<file path="src/rtl/rc5_key_expand.sv">
// RC5-16 key-schedule engine: fills S[0..2r+1] from a byte key with one mixing iteration per clock.
// Optional RC5_KEY_ZEROIZE_EN adds a ZERO state that wipes L, A, B and the latched key after mixing.
module rc5_key_expand #(
    parameter int unsigned W             = 16,
    parameter int unsigned KEY_BYTES_MAX = 16,
    parameter int unsigned MAX_SUBKEYS   = 34,
    parameter logic [W-1:0] P_CONST      = 16'hB7E1,
    parameter logic [W-1:0] Q_CONST      = 16'h9E37
) (
    input  logic                       clk,
    input  logic                       rst,
    input  logic                       start,
    input  logic [4:0]                 num_rounds,
    input  logic [4:0]                 key_len,
    input  logic [8*KEY_BYTES_MAX-1:0] key,
    output logic [W-1:0]               subkeys [0:MAX_SUBKEYS-1],
    output logic                       subkeys_valid,
    output logic                       busy,
    output logic                       done
);

    // state | meaning
    // IDLE  | waiting for start, table held
    // LOAD  | copy masked key into L, clear table
    // INIT  | S[k] = P + k*Q, one entry per cycle
    // MIX   | one key-mixing iteration per cycle
    // ZERO  | wipe L/A/B/key (RC5_KEY_ZEROIZE_EN only)
    // DONE  | done pulse, table marked valid
    typedef enum logic [2:0] {
        IDLE,
        LOAD,
        INIT,
        MIX,
`ifdef RC5_KEY_ZEROIZE_EN
        ZERO,
`endif
        DONE
    } state_t;

    localparam int unsigned L_WORDS = KEY_BYTES_MAX / 2;

    state_t                     state;
    logic [W-1:0]               l_mem [0:L_WORDS-1];
    logic [W-1:0]               a_reg, b_reg, q_sum;
    logic [5:0]                 i_idx, t_reg;
    logic [2:0]                 j_idx;
    logic [3:0]                 c_reg;
    logic [6:0]                 iter, m_reg;
    logic [4:0]                 b_len;
    logic [8*KEY_BYTES_MAX-1:0] key_lat;

    logic [4:0]                 r_clamp, b_clamp;
    logic [5:0]                 t_next, tc_max;
    logic [3:0]                 c_next;
    logic [6:0]                 m_next;
    logic [8*KEY_BYTES_MAX-1:0] key_masked;
    logic [W-1:0]               mix_sum, a_new, ab_sum, b_new;

    // Rotate through a doubled word so an amount of 0 needs no special case.
    function automatic logic [W-1:0] rotl(input logic [W-1:0] v, input logic [3:0] n);
        logic [2*W-1:0] dbl;
        dbl = {v, v} << n;
        return dbl[2*W-1:W];
    endfunction

    always_comb begin
        r_clamp = (num_rounds > 5'd16) ? 5'd16 : num_rounds;
        b_clamp = (key_len > 5'd16) ? 5'd16 : key_len;
        t_next  = {r_clamp, 1'b0} + 6'd2;
        c_next  = (b_clamp == 5'd0) ? 4'd1 : 4'((b_clamp + 5'd1) >> 1);
        tc_max  = (t_next > {2'b00, c_next}) ? t_next : {2'b00, c_next};
        m_next  = {1'b0, tc_max} + {tc_max, 1'b0};
    end

    always_comb begin
        key_masked = '0;
        for (int k = 0; k < KEY_BYTES_MAX; k++) begin
            if (5'(k) < b_len) key_masked[8*k +: 8] = key_lat[8*k +: 8];
        end
    end

    always_comb begin
        mix_sum = subkeys[i_idx] + a_reg + b_reg;
        a_new   = rotl(mix_sum, 4'd3);
        ab_sum  = a_new + b_reg;
        b_new   = rotl(l_mem[j_idx] + ab_sum, ab_sum[3:0]);
    end

    always_ff @(posedge clk or negedge rst) begin
        if (!rst) begin
            state         <= IDLE;
            for (int n = 0; n < MAX_SUBKEYS; n++) subkeys[n] <= '0;
            for (int n = 0; n < L_WORDS; n++) l_mem[n] <= '0;
            a_reg         <= '0;
            b_reg         <= '0;
            q_sum         <= '0;
            i_idx         <= '0;
            j_idx         <= '0;
            iter          <= '0;
            t_reg         <= '0;
            c_reg         <= '0;
            m_reg         <= '0;
            b_len         <= '0;
            key_lat       <= '0;
            subkeys_valid <= 1'b0;
            busy          <= 1'b0;
            done          <= 1'b0;
        end else begin
            done <= 1'b0;
            case (state)
                IDLE: begin
                    if (start) begin
                        t_reg         <= t_next;
                        c_reg         <= c_next;
                        m_reg         <= m_next;
                        b_len         <= b_clamp;
                        key_lat       <= key;
                        subkeys_valid <= 1'b0;
                        busy          <= 1'b1;
                        state         <= LOAD;
                    end
                end
                LOAD: begin
                    for (int n = 0; n < L_WORDS; n++) l_mem[n] <= key_masked[16*n +: 16];
                    for (int n = 0; n < MAX_SUBKEYS; n++) subkeys[n] <= '0;
                    subkeys_valid <= 1'b0;
                    a_reg         <= '0;
                    b_reg         <= '0;
                    i_idx         <= '0;
                    q_sum         <= P_CONST;
                    state         <= INIT;
                end
                INIT: begin
                    subkeys[i_idx] <= q_sum;
                    q_sum          <= q_sum + Q_CONST;
                    if (i_idx == t_reg - 6'd1) begin
                        i_idx <= '0;
                        j_idx <= '0;
                        iter  <= '0;
                        state <= MIX;
                    end else begin
                        i_idx <= i_idx + 6'd1;
                    end
                end
                MIX: begin
                    subkeys[i_idx] <= a_new;
                    l_mem[j_idx]   <= b_new;
                    a_reg          <= a_new;
                    b_reg          <= b_new;
                    i_idx          <= (i_idx == t_reg - 6'd1) ? 6'd0 : i_idx + 6'd1;
                    j_idx          <= ({1'b0, j_idx} == c_reg - 4'd1) ? 3'd0 : j_idx + 3'd1;
                    iter           <= iter + 7'd1;
                    if (iter == m_reg - 7'd1) begin
`ifdef RC5_KEY_ZEROIZE_EN
                        state <= ZERO;
`else
                        state <= DONE;
                        done  <= 1'b1;
`endif
                    end
                end
`ifdef RC5_KEY_ZEROIZE_EN
                ZERO: begin
                    for (int n = 0; n < L_WORDS; n++) l_mem[n] <= '0;
                    a_reg   <= '0;
                    b_reg   <= '0;
                    key_lat <= '0;
                    done    <= 1'b1;
                    state   <= DONE;
                end
`endif
                DONE: begin
                    subkeys_valid <= 1'b1;
                    busy          <= 1'b0;
                    state         <= IDLE;
                end
                default: state <= IDLE;
            endcase
        end
    end

endmodule

</file>
<file path="config.mk">
export PLATFORM = sky130hd
export DESIGN_NAME = rc5_key_expand
export DESIGN_NICKNAME = d
export VERILOG_FILES = /design/src/rtl/rc5_key_expand.sv
export SDC_FILE = /design/constraint.sdc
export NUM_CORES = 2
export LEC_CHECK = 0
export ABC_AREA = 1
export BUFFER_PORTS_ARGS = -buffer_cell sky130_fd_sc_hd__clkbuf_2
export CAP_MARGIN = 10
export CORE_MARGIN = 2
export CORE_UTILIZATION = 43
export DETAILED_ROUTE_END_ITERATION = 8
export SLEW_MARGIN = 10
export SYNTH_ARGS = -nofsm -noshare
export SYNTH_HDL_FRONTEND = slang
export SYNTH_SLANG_ARGS = --single-unit
</file>
<file path="constraint.sdc">
create_clock -name clk -period 8.87 [get_ports clk]
set_input_delay 0.4435 -clock clk [delete_from_list [all_inputs] [get_ports clk]]
set_output_delay 0.4435 -clock clk [all_outputs]
set_load 0.05 [all_outputs]
</file>
After elaboration in Yosys (flattened, before gate mapping)
Index checks and enable logic that the tools add are counted.
{"block": "word_totals", "reg_bits": 892, "input_bits": 141, "output_inout_bits": 547, "wordCells": 179}
{"block": "classes", "n_addsub": 14, "n_lt_le_gt_ge": 23, "eq_ne": 10, "shifts": 1, "muxes": 55, "n_bitwise": 2, "reduce_logical": 17}
{"operator": "544-bit case mux with 3 select lines", "n": 1}
{"operator": "544-bit bitwise mux", "n": 2}
{"operator": "128-bit case mux with 2 select lines", "n": 1}
{"operator": "128-bit bitwise mux", "n": 1}
{"operator": "8-bit two-way mux", "n": 16}
{"operator": "16-bit binary-select mux with 6-bit select", "n": 1}
{"operator": "16-bit demux with 6-bit select", "n": 1}
{"operator": "16-bit two-way mux", "n": 6}
{"operator": "16-bit case mux with 2 select lines", "n": 3}
{"operator": "16-bit adder", "n": 4}
{"operator": "16-bit binary-select mux with 3-bit select", "n": 1}
{"operator": "16-bit demux with 3-bit select", "n": 1}
{"operator": "4-bit by 5-bit < comparator with 1-bit output, first input constant", "n": 8}
{"operator": "32-bit by 4-bit left shift with 32-bit output", "n": 1}
{"operator": "3-bit by 5-bit < comparator with 1-bit output, first input constant", "n": 4}
{"operator": "16-bit adder, second input constant", "n": 1}
{"operator": "3-bit two-way mux", "n": 5}
{"operator": "7-bit case mux with 2 select lines", "n": 1}
{"operator": "6-bit two-way mux", "n": 2}
{"operator": "3-bit case mux with 4 select lines", "n": 1}
{"operator": "6-bit case mux with 2 select lines", "n": 1}
{"operator": "5-bit greater-than comparator, second input constant", "n": 2}
{"operator": "1-bit by 5-bit < comparator with 1-bit output, first input constant", "n": 2}
{"operator": "2-bit by 5-bit < comparator with 1-bit output, first input constant", "n": 2}
{"operator": "other kinds (38)", "n": 54}

Longest topological paths before layout
{"block": "logic_depth", "word_depth": 11, "mapped_depth": 59, "depth_no_buf": 56}

Least setup slack after synthesis
Ideal clock, no wire load.
{"block": "synth_timing", "path_kind": "flip-flop to flip-flop", "from": "register i_idx[1]", "to": "register l_mem[1] (netlist name)", "setup_ns": 0.125, "arrival_ns": 7.356, "required_time_ns": 8.745, "setup_slack_ns": 1.389, "path_stages_with_launch": 42, "path_buffers": 5, "period_less_slack_ns": 7.481, "cell_sequence": "dfrtp_1 buf_4 nand3_1 clkbuf_1 clkbuf_1 o22ai_1 o41ai_1 nand4_1 fa_1 ha_1 fa_1 nand3_1 nand2_1 nand4_1 nand3_1 nand2_1 nand2_1 a21oi_1 [... 6 more ...] nand2_1 ha_1 nand3_1 nand2_1 xor2_4 buf_2 ha_1 a21oi_1 o21ai_0 a21oi_1 o21bai_1 or2_2 nand3_1 nand3_1 o211ai_1 nand3_2 nand3_1 nand3_1"}
{"block": "synth_between", "elab_chain_len": 11}
{"item": "start, declared", "line_no": "45", "rtl": "logic [5:0] i_idx, t_reg;"}
{"item": "start signal, assigned", "line_no": "142", "rtl": "i_idx <= i_idx + 6'd1;"}
{"item": "start signal, assigned", "line_no": "150", "rtl": "i_idx <= (i_idx == t_reg - 6'd1) ? 6'd0 : i_idx + 6'd1;"}
{"item": "6-bit NOT with 7-bit output (not written as such) (*)", "line_no": "83", "rtl": "mix_sum = subkeys[i_idx] + a_reg + b_reg;"}
{"item": "16-bit binary-select mux with 6-bit select (*)", "line_no": "83"}
{"item": "16-bit two-way mux (not written as such) (*) (2 in a row)", "line_no": "83"}
{"item": "16-bit adder (*) (2 in a row)", "line_no": "83"}
{"item": "16-bit adder (*)", "line_no": "85", "rtl": "ab_sum = a_new + b_reg;"}
{"item": "16-bit adder", "line_no": "86", "rtl": "b_new = rotl(l_mem[j_idx] + ab_sum, ab_sum[3:0]);"}
{"item": "32-bit by 4-bit left shift with 32-bit output (*)", "line_no": "62", "rtl": "dbl = {v, v} << n;"}
{"item": "128-bit bitwise mux (*)", "line_no": "147", "rtl": "l_mem[j_idx] <= b_new;"}
{"item": "128-bit case mux with 2 select lines (*)", "line_no": "110", "rtl": "case (state)"}
{"item": "end signal, assigned by index", "line_no": "147"}
{"item": "end, declared", "line_no": "43", "rtl": "logic [W-1:0] l_mem [0:L_WORDS-1];"}
Every way passes the cells marked *; elsewhere a longest branch is shown, timed or not. The select of a mux whose other input is x is not followed.
A chain may end at the register's enable or synchronous reset.

Final worst setup path
{"block": "layout_timing", "from": "register i_idx[2]", "to": "register l_mem[33] (netlist name)"}
The elaborated chain is that of the path after synthesis.

==> impl_metrics.env <==
export IMPL_initial_core_util_pct=43.4
export IMPL_post_drt_wl_per_cell_um=31.0
export IMPL_ys_ff_latch=891
export IMPL_largest_reg_flops=544
export IMPL_synth_edf_count=0
export IMPL_grt_pass1_wl_mm=334
export IMPL_clk_path_buf_depth=3
export IMPL_min_path_cells=3
export IMPL_io_pins=688
export IMPL_yosys_warnings=0
export IMPL_cp_arrival_ns=9.06
export IMPL_die_area_um2=109000
export IMPL_drive_gt1_share_pct=18.6
export IMPL_slew_limit_headroom_pct=10.7
export IMPL_cts_max_level=3
export IMPL_ff2ff_path_depth=50
export IMPL_totalWireLength_mm=241
export IMPL_path_delay_family="simple AND/OR/NAND/NOR gates"
export IMPL_final_cell_area_um2=56300
export IMPL_overflow=0
export IMPL_multi_input_area_um2=20600
export IMPL_slew_violations=0
export IMPL_slowest_stage="dfrtp_2"
export IMPL_drv_cap=0
export IMPL_cts_buffers=101
export IMPL_crit_path_frequent_cell="nand2_1"
export IMPL_cp_max_fo=8
export IMPL_synth_area_leader_cell="dfrtp_1"
export IMPL_drtAntennaViolNets=0
export IMPL_cts_sinks=891
export IMPL_hold_violations=0
export IMPL_numPortBuffers=687
export IMPL_async_flop_share_pct=100
export IMPL_hold_class="input port to register"
export IMPL_cts_root_buf="clkbuf_16"
export IMPL_cp_buffers_inverters=10
export IMPL_coreArea_um2=105000
export IMPL_gp_congestion=1.02
export IMPL_grt_pass1_vias=44666
export IMPL_yosysUniqueCellTypes=61
export IMPL_syn_inst=5516
export IMPL_drc=0
export IMPL_period_minus_slack_ns=8.43
export IMPL_die_h_um=330
export IMPL_critPathKind="register to register"
export IMPL_largest_register="subkeys"
export IMPL_fin_crit_sh_pct=95.0
export IMPL_regArea_um2=22300
export IMPL_outcome="complete, no violations"
export IMPL_crit_path_end_kind="register"
export IMPL_nFillCells=10047
export IMPL_dr_first_iter_drc_count=7332
export IMPL_placed_cell_area_um2=50900
export IMPL_antenna_found_initial=7
export IMPL_cp_depth=50
export IMPL_grt_max_degree=190
export IMPL_grt_use_total_pct=42.8
export IMPL_post_synth_top_area_fraction_pct=48.9
export IMPL_clock_latency_ns=0.72
export IMPL_routed_via_density=6.29
export IMPL_reg_top3="subkeys x544, key_lat x128, l_mem x128"
export IMPL_place_hpwl_mm=174
export IMPL_start_kind="register"
export IMPL_yosysSeqAreaShare_pct=48.9
export IMPL_syn_to_final_growth_pct=23.3
export IMPL_skew_ns=0.0286
export IMPL_critPathRequiredTime_ns=9.50
export IMPL_synth_area_leaders="dfrtp_1, nand2_1, o21ai_0"
export IMPL_fp_row_count=119
export IMPL_fp_dieW_um=330
export IMPL_cpPeakStageDelay_ns=0.51
export IMPL_yosys_most_used_dff="dfrtp_1"
export IMPL_max_freq_mhz=119
export IMPL_tightest_slew_ns=1.34
export IMPL_cts_tree="yes"
export IMPL_setup_viol=0
export IMPL_vias=48839
export IMPL_syn_area_um2=45600
export IMPL_syn_num_nets=5740
export IMPL_clk_pin_slew_ns=0.07
export IMPL_layout_nets=6507
export IMPL_postSynthAreaPerCell_um2=8.27
export IMPL_drt_pass1_iterations=8
-- worst register-to-register path, delay by kind of cell, from the launching register on --
family	cells	cell delay, ns
AO/OA/AOI/OAI	8	1.35
XOR/XNOR	2	0.30
adder cells (fa/ha/maj)	5	1.85
buffers and inverters	10	1.53
flip-flops	1	0.51
AND/OR/NAND/NOR	25	2.83
-- kinds of logic (layout without fill, tap and decap cells) --
kind of cell | after synthesis | after routing | share of synthesized area (%)
simple gates | 2094 | 2101 | 19.6
compound gates | 1521 | 1521 | 20.4
flops | 891 | 891 | 48.9
buf+inv | 862 | 1707 | 7.26
fa+ha+maj | 83 | 83 | 2.59
xor+xnor | 64 | 64 | 1.32
mux | 1 | 1 | 0.0219
other cells | 0 | 4 | 0
-- timing repair --
| item | CTS | global route |
|---|---|---|
| gates resized for setup | 0 | 83 |
| hold buffers | 129 | 0 |
| endpoints found under the hold margin | 196 | 0 |
| setup endpoints to repair | 0 | 144 |
| buffers inserted | 0 | 14 |
-- area by class of cell --
class,instances,area share [%]
antenna,4,0.0178
clock buffer,148,5.27
clock inverter,40,0.767
inverter,539,3.64
multi-input combinational,3770,36.6
sequential,891,39.6
tap,1391,3.09
timing repair buffer,980,11.0
-- stage by stage --
stage | util [%] | instances | setup WS [ns] | setup TNS (ns) | hold WS (ns)
floorplan | - | 5516 | 1.39 | 0 | 0.148
global placement | 48.4 | 7420 | 0.115 | 0 | 0.458
detailed placement | 48.4 | 7420 | 0.0909 | 0 | 0.455
CTS | 52.8 | 7737 | 0.0191 | 0 | 0.0343
global route | 53.4 | 7760 | -0.0123 | -0.0439 | 0.0900
finish | 53.4 | 7763 | 0.443 | 0 | 0.0651
-- placed cells by master, fill, tap and decap left out, types with 49 or more instances in the layout --
cell	synthesis	layout
nand2_1	1259	1256
dfrtp_1	891	889
clkbuf_2	0	686
inv_1	510	504
o21ai_0	467	467
nand3_1	407	396
nor2_1	301	295
o22ai_1	286	284
a21oi_1	282	279
buf_4	5	144
dlygate4sd3_1	0	129
o21bai_1	122	122
clkbuf_16	0	102
o211ai_1	97	97
ha_1	64	64
a221oi_1	57	52
a22oi_1	50	49
-- cells in the mapped netlist (4+ instances only) --
library cell and count:
a211o_1 12, a21oi_1 282, a221oi_1 57, a22o_1 6, a22oi_1 50, a31oi_1 15, a32o_1 6, a41oi_1 10
buf_1 47, buf_2 22, buf_4 5, buf_6 4, clkbuf_1 245, clkinv_1 9, dfrtp_1 891, fa_1 19
ha_1 64, inv_1 510, inv_2 20, nand2_1 1259, nand2_2 9, nand3_1 407, nand3_2 46, nand3_4 5
nand4_1 25, nor2_1 301, nor2_2 7, nor3_1 16, nor4_1 4, o2111ai_1 20, o211ai_1 97, o21ai_0 467
o21ai_1 33, o21ai_2 4, o21bai_1 122, o221ai_1 11, o22ai_1 286, o31ai_1 5, o32ai_1 4, o41ai_1 19
or2_2 6, xnor2_1 23, xor2_1 37
-- path summary, 6_finish.rpt --
| check | start | to | slack, ns |
|---|---|---|---|
| hold reg to reg | key_lat[7] | key_lat[7] | 0.48 |
| hold / removal | key_len[2] | b_len[2] | 0.07 |
| max in group asynchronous | rst | subkeys[96] | 6.35 |
| setup / recovery | i_idx[2] | l_mem[33] | 0.44 |
| min in group asynchronous | rst | subkeys[490] | 0.28 |
| setup reg to reg | i_idx[2] | l_mem[33] | 0.44 |
-- metal layers --
layer  part of all wire (%)  wire length [um]  GRT usage (%)  up-vias
met3                     13             31000           12.5      782
met4                    8.3             19900           28.0        8
met1                     38             90700           56.4    23925
met5                  0.021                51              0        -
met2                     41             99000           61.2     3684
li1                       -                 -              -    20440
Power is left out: the tool's default activity adds up to more than one toggle a clock period on the data nets, which glitch-free logic cannot reach.
